[src/rtl/vector_division_sequencer_pkg.sv]
// Shared definitions for the vector division sequencer: the default WIDTH define,
// FSM state encodings, component indices and the divide-by-zero saturation value.
`ifndef WIDTH
`define WIDTH 32
`endif

package vector_division_sequencer_pkg;

  localparam logic [2:0] S_IDLE        = 3'd0;
  localparam logic [2:0] S_ISSUE       = 3'd1;
  localparam logic [2:0] S_WAIT_RESULT = 3'd2;
  localparam logic [2:0] S_RELEASE     = 3'd3;
  localparam logic [2:0] S_NEXT        = 3'd4;
  localparam logic [2:0] S_DONE        = 3'd5;

  localparam logic [1:0] COMP_X    = 2'd0;
  localparam logic [1:0] COMP_Y    = 2'd1;
  localparam logic [1:0] COMP_Z    = 2'd2;
  localparam logic [1:0] COMP_NONE = 2'd3;

  // Positive saturation for a zero divisor; negative dividends get its two's complement.
  localparam logic [31:0] DIV_ZERO_SAT = 32'h0FFF_FFFF;

  // Components are always served X first, then Y, then Z.
  function automatic logic [1:0] lowest_pending(input logic [2:0] pend);
    if (pend[0])      return COMP_X;
    else if (pend[1]) return COMP_Y;
    else if (pend[2]) return COMP_Z;
    else              return COMP_NONE;
  endfunction

endpackage

[src/rtl/vector_division_sequencer.sv]
// Serialises a masked X/Y/Z fixed-point division through one external signed divider.
// Optional macro DIV_ZERO_BYPASS_EN saturates zero-divisor components without using the divider.
`ifndef WIDTH
`define WIDTH 32
`endif

module vector_division_sequencer
  import vector_division_sequencer_pkg::*;
#(
  parameter int WIDTH    = `WIDTH,
  parameter int MAX_WAIT = 255
) (
  input  logic             Clock,
  input  logic             Reset,
  input  logic             iStart,
  input  logic [WIDTH-1:0] iDividendX,
  input  logic [WIDTH-1:0] iDividendY,
  input  logic [WIDTH-1:0] iDividendZ,
  input  logic [WIDTH-1:0] iDivisorX,
  input  logic [WIDTH-1:0] iDivisorY,
  input  logic [WIDTH-1:0] iDivisorZ,
  input  logic [2:0]       iComponentMask,
  output logic [WIDTH-1:0] oDivDividend,
  output logic [WIDTH-1:0] oDivDivisor,
  output logic             oDivInputReady,
  input  logic             iDivOutputReady,
  input  logic [WIDTH-1:0] iDivQuotient,
  output logic [WIDTH-1:0] oResultX,
  output logic [WIDTH-1:0] oResultY,
  output logic [WIDTH-1:0] oResultZ,
  output logic             oBusy,
  output logic             oDone,
  output logic             oTimeout,
  output logic [2:0]       oState
);

  // Divider handshake: oDivInputReady is a level held from ISSUE until the cycle
  // iDivOutputReady is seen; the next request only starts after iDivOutputReady
  // has returned low, so the two levels never overlap on a new request.

  localparam int CW = (MAX_WAIT < 2) ? 1 : $clog2(MAX_WAIT + 1);

  logic [2:0]       state_q;
  logic [2:0]       pend_q;
  logic [1:0]       cur_q;
  logic [CW-1:0]    wait_cnt_q;
  logic [WIDTH-1:0] dvd_x_q, dvd_y_q, dvd_z_q;
  logic [WIDTH-1:0] dvs_x_q, dvs_y_q, dvs_z_q;

  logic [1:0]       pick;
  logic [WIDTH-1:0] pick_dvd;
  logic [WIDTH-1:0] pick_dvs;
  logic             bypass;
  logic [WIDTH-1:0] sat_val;
  logic             wait_expired;
  logic             res_we;
  logic [1:0]       res_idx;
  logic [WIDTH-1:0] res_data;

  assign wait_expired = (wait_cnt_q == CW'(MAX_WAIT - 1));

  always_comb begin
    pick     = lowest_pending(pend_q);
    pick_dvd = dvd_x_q;
    pick_dvs = dvs_x_q;
    case (pick)
      COMP_Y: begin
        pick_dvd = dvd_y_q;
        pick_dvs = dvs_y_q;
      end
      COMP_Z: begin
        pick_dvd = dvd_z_q;
        pick_dvs = dvs_z_q;
      end
      default: ;
    endcase
  end

`ifdef DIV_ZERO_BYPASS_EN
  assign bypass  = (pick != COMP_NONE) && (pick_dvs == '0);
  assign sat_val = pick_dvd[WIDTH-1] ? -WIDTH'(DIV_ZERO_SAT) : WIDTH'(DIV_ZERO_SAT);
`else
  assign bypass  = 1'b0;
  assign sat_val = '0;
`endif

  // Single result write port: divider capture, timeout zero, or zero-divisor saturation.
  always_comb begin
    res_we   = 1'b0;
    res_idx  = cur_q;
    res_data = iDivQuotient;
    case (state_q)
      S_WAIT_RESULT: begin
        if (iDivOutputReady) begin
          res_we = 1'b1;
        end else if (wait_expired) begin
          res_we   = 1'b1;
          res_data = '0;
        end
      end
      S_NEXT: begin
        if (bypass) begin
          res_we   = 1'b1;
          res_idx  = pick;
          res_data = sat_val;
        end
      end
      default: ;
    endcase
  end

  always_ff @(posedge Clock) begin
    if (Reset) begin
      state_q      <= S_IDLE;
      pend_q       <= '0;
      cur_q        <= COMP_X;
      wait_cnt_q   <= '0;
      dvd_x_q      <= '0;
      dvd_y_q      <= '0;
      dvd_z_q      <= '0;
      dvs_x_q      <= '0;
      dvs_y_q      <= '0;
      dvs_z_q      <= '0;
      oDivDividend <= '0;
      oDivDivisor  <= '0;
      oResultX     <= '0;
      oResultY     <= '0;
      oResultZ     <= '0;
      oTimeout     <= 1'b0;
    end else begin
      if (res_we) begin
        case (res_idx)
          COMP_X:  oResultX <= res_data;
          COMP_Y:  oResultY <= res_data;
          COMP_Z:  oResultZ <= res_data;
          default: ;
        endcase
      end

      case (state_q)
        S_IDLE: begin
          if (iStart) begin
            dvd_x_q  <= iDividendX;
            dvd_y_q  <= iDividendY;
            dvd_z_q  <= iDividendZ;
            dvs_x_q  <= iDivisorX;
            dvs_y_q  <= iDivisorY;
            dvs_z_q  <= iDivisorZ;
            pend_q   <= iComponentMask;
            oTimeout <= 1'b0;
            // Unmasked components pass their dividend straight through.
            oResultX <= iComponentMask[0] ? '0 : iDividendX;
            oResultY <= iComponentMask[1] ? '0 : iDividendY;
            oResultZ <= iComponentMask[2] ? '0 : iDividendZ;
            state_q  <= S_NEXT;
          end
        end
        S_NEXT: begin
          if (pick == COMP_NONE) begin
            state_q <= S_DONE;
          end else begin
            pend_q <= pend_q & (pend_q - 3'd1);
            cur_q  <= pick;
            if (!bypass) begin
              oDivDividend <= pick_dvd;
              oDivDivisor  <= pick_dvs;
              state_q      <= S_ISSUE;
            end
          end
        end
        S_ISSUE: begin
          wait_cnt_q <= '0;
          state_q    <= S_WAIT_RESULT;
        end
        S_WAIT_RESULT: begin
          if (iDivOutputReady) begin
            state_q <= S_RELEASE;
          end else if (wait_expired) begin
            oTimeout <= 1'b1;
            state_q  <= S_RELEASE;
          end else begin
            wait_cnt_q <= wait_cnt_q + CW'(1);
          end
        end
        S_RELEASE: begin
          if (!iDivOutputReady) state_q <= S_NEXT;
        end
        S_DONE: begin
          state_q <= S_IDLE;
        end
        default: begin
          state_q <= S_IDLE;
        end
      endcase
    end
  end

  assign oBusy          = (state_q != S_IDLE);
  assign oDone          = (state_q == S_DONE);
  assign oDivInputReady = (state_q == S_ISSUE) || (state_q == S_WAIT_RESULT);
  assign oState         = state_q;

endmodule

[config.mk]
export PLATFORM = sky130hd
export DESIGN_NAME = vector_division_sequencer
export DESIGN_NICKNAME = d
export VERILOG_FILES = /design/src/rtl/vector_division_sequencer_pkg.sv /design/src/rtl/vector_division_sequencer.sv
export SDC_FILE = /design/constraint.sdc
export NUM_CORES = 1
export LEC_CHECK = 0
export BUFFER_PORTS_ARGS = -buffer_cell sky130_fd_sc_hd__buf_4
export CORE_UTILIZATION = 53
export DETAILED_ROUTE_END_ITERATION = 12
export GPL_TIMING_DRIVEN = 1
export PLACE_DENSITY = 0.87
export SLEW_MARGIN = 30
export SYNTH_ARGS = -nofsm -noshare
export SYNTH_HDL_FRONTEND = slang
export SYNTH_SLANG_ARGS = --single-unit
[constraint.sdc]
create_clock -name Clock -period 2.14 [get_ports Clock]
set_input_delay 0 -clock Clock [delete_from_list [all_inputs] [get_ports Clock]]
set_output_delay 0 -clock Clock [all_outputs]
set_load 0.01 [all_outputs]
==> metrics.cfg <==
[run_status]
outcome=complete, no violations

[clock_network]
htreeDepth=2
clockBufferDepth=3
numCtsBuffers=39
cts_tree=yes
cts-root-buf=clkbuf_16
clock-sinks=369
clkTransAtPathRegs_ns=0.06
clkLatencyLatePin_ns=0.54

[synthesis]
synth_edf_count=0
synth-main-ff-cell=dfxtp_1
synth_cell_type_count=49
synth_top_area_frac=0.465
synth_seq_area_share=0.465
avgSynthCellArea_um2=8.46
synth_top_area_cell=dfxtp_1
synth_area_leaders=dfxtp_1 47%, nand2_1 9.3%, a21oi_1 6.4%
syn_area_mm2=0.0159
ys_warn_count=0
synth_seq_cells=369
async_flop_share=0
syn-num-nets=2110
syn_inst=1877

[detailed_routing]
viasPerCell=6.49
antenna_left=0
dr_total_vias=18300
dr.first_iter.drc_count=2995
drcViolationCount=0
wire_per_inst_um=23.5
routed_wl_um=66300
drtPass1Iterations=8

[critical_path]
crit_arrival_ns=2.52
crit_path_end_kind=flop
crit_path_cell_trace=inv_1 > ha_1 > and3_1 > a21oi_4 > buf_4 > clkbuf_16 > o21ai_1 > a221oi_1
path_max_fanout=24
worst-r2r-cell-count=8
crit_slowest_cell=a221oi_1
critical_path.top_delay_family=compound AO/OA/AOI/OAI gates
required_ns=2.54
critPathKind=reg -> reg
r2r-end=oResultZ[4]
critical-path-max-stage-delay_ns=0.42
cp-start-kind=flop
r2r_slack_ns=0.02
worst-path-buf-inv=3
setup.worst_path.start=wait_cnt_q[0]
reg2reg_from=wait_cnt_q[0]

[floorplan]
die_area_mm2=0.0307
initial_core_util=0.537
rows=63
io_pins=398
die_width_um=175
core_region_area_mm2=0.0296
die_h_um=175

[pwr]
p_leak_nw=8.90
p_per_area_mw_per_mm2=932
peakVddDrop_mv=0.721

[sta]
maxSlewHeadroom=0.592
hold_viol=0
fmax_mhz=472
slew_violations=0
rsz0062_at_grt=yes
tightest_slew_ns=0.613
fin_worst_skew_ns=0.0269
setup_viol=0
layout_setup_ws_ns=0.0210
post-route-period-util=0.990
min_period_ns=2.12

[final_layout]
num-fill-cells=1723
nNetsFinal=2631
layout_commonest_cell=buf_4
utilization=0.773
final_cell_mix=420 x buf_4, 394 x nand2_1, 365 x dfxtp_1, 229 x dlygate4sd3_1, 203 x a21oi_1
drive_above_1_share=0.240
final_cell_area_mm2=0.0229
syn2layout_area_growth_pct=43.9

[min_path]
hold_start=iComponentMask[0]
hold_end=oResultX[25]
hold_path.class=in -> reg
hold_depth=3

[place]
portBuffers=397
place_area_mm2=0.0192
pre_cts_slack_ns=0.130
place.gp.congestion=0.946
dp_hpwl_um=36300

[global_route]
grt_pass1_vias=17700
grt_most_used_layer=met2
grt_pass1_wl_um=99700
antenna_found_initial=1
overflow=0
grtUsageMet2=0.644
grt_usage=0.413
grtUsageMet3=0.133
grt_max_degree=120
met1_usage=0.498

[run]
cap_violations=0

[cell families after synthesis]
| group | after synthesis | share of synthesized area |
|---|---|---|
| xor+xnor | 3 | 0.00165 |
| fa+ha+maj | 2 | 0.00158 |
| compound gates | 699 | 0.305 |
| flops | 369 | 0.465 |
| simple gates | 603 | 0.168 |
| buf+inv | 200 | 0.0580 |
| mux | 1 | 0.000630 |
[where the power goes]
part,internal [mW],total (mW),switching (mW),leakage [nW]
registers,7.79,8.41,0.624,3.03
clock network,4.16,7.00,2.84,0.646
logic,2.53,5.88,3.35,5.23
total,14.5,21.3,6.82,8.90
[sequential cells by signal, summed over array words and instances (netlist names)]
signal        count
cur_q             2
wait_cnt_q        8
dvs_x_q          32
oResultZ         32
dvs_z_q          32
dvd_z_q          32
pend_q            3
oResultX         32
oDivDividend     32
oDivDivisor      32
dvd_x_q          32
dvs_y_q          32
oTimeout          1
oResultY         32
dvd_y_q          32
oState            3
[synth_stat cells (all sizes together), types with 2 or more instances]
cell and count:
ha 2, nor2b 2, and3 4, dfxtp 369
xor2 3, nand2 394, or4 3, nor2 75
buf 69, a211oi 64, inv 3, o21ai 102
a2bb2oi 64, a221oi 96, a31oi 98, nand2b 101
o31ai 2, clkbuf 128, nor4b 3, a21oi 204
or4b 2, o211ai 2, nand3 5, nor3 3
nor4 2, nand4 2, a22oi 64
[worst reg2reg max path: cells and delay by family (launching register included)]
| kind | cells | cell delay (ns) |
|---|---|---|
| buf+inv | 3 | 0.42 |
| flops | 1 | 0.36 |
| compound gates | 3 | 0.81 |
| simple gates | 1 | 0.22 |
| fa+ha+maj | 1 | 0.20 |
[worst max path at each step]
stage | to | slack (ns) | depth (start not counted)
floorplan | oResultZ[23] | 0.27 | 8
global placement | oResultY[12] | 0.25 | 7
detailed placement | oResultZ[17] | 0.13 | 7
CTS | oResultY[12] | 0.09 | 4
global route | oResultZ[13] | -0.04 | 5
finish | oResultZ[4] | 0.02 | 8
[metrics by stage]
| step | TNS, ns | hold slack (ns) | power [mW] | std cells |
|---|---|---|---|---|
| floorplan | 0 | 0.136 | 11.4 | 1877 |
| global placement | 0 | 0.248 | 13.5 | 2514 |
| detailed placement | 0 | 0.256 | 13.7 | 2514 |
| CTS | 0 | 0.0557 | 20.9 | 2813 |
| global route | -0.0437 | 0.0829 | 22.0 | 2817 |
| finish | 0 | 0.0882 | 21.3 | 2818 |
[cell type report]
type                       count  area (µm²)  area share
antenna                        1        2.50    0.000109
clock buffer                  60        1180      0.0514
clock inverter                10         146     0.00640
inverter                       3        11.3    0.000493
multi-input combinational   1308        7650       0.335
sequential                   369        7390       0.323
tap                          390         488      0.0213
timing repair buffer         677        6000       0.262
[what timing repair did]
action	CTS	global route
hold endpoints to repair	301	0
buffers inserted	0	2
hold buffers	229	0
resized for setup	0	7
setup endpoints to repair	0	23
[layer usage]
metal	up-vias	share of wire
met2	1633	0.44
met1	8443	0.35
li1	7784	-
met5	-	0.00020
met4	2	0.069
met3	428	0.14
Note: power is estimated with default switching activity, not from simulation.
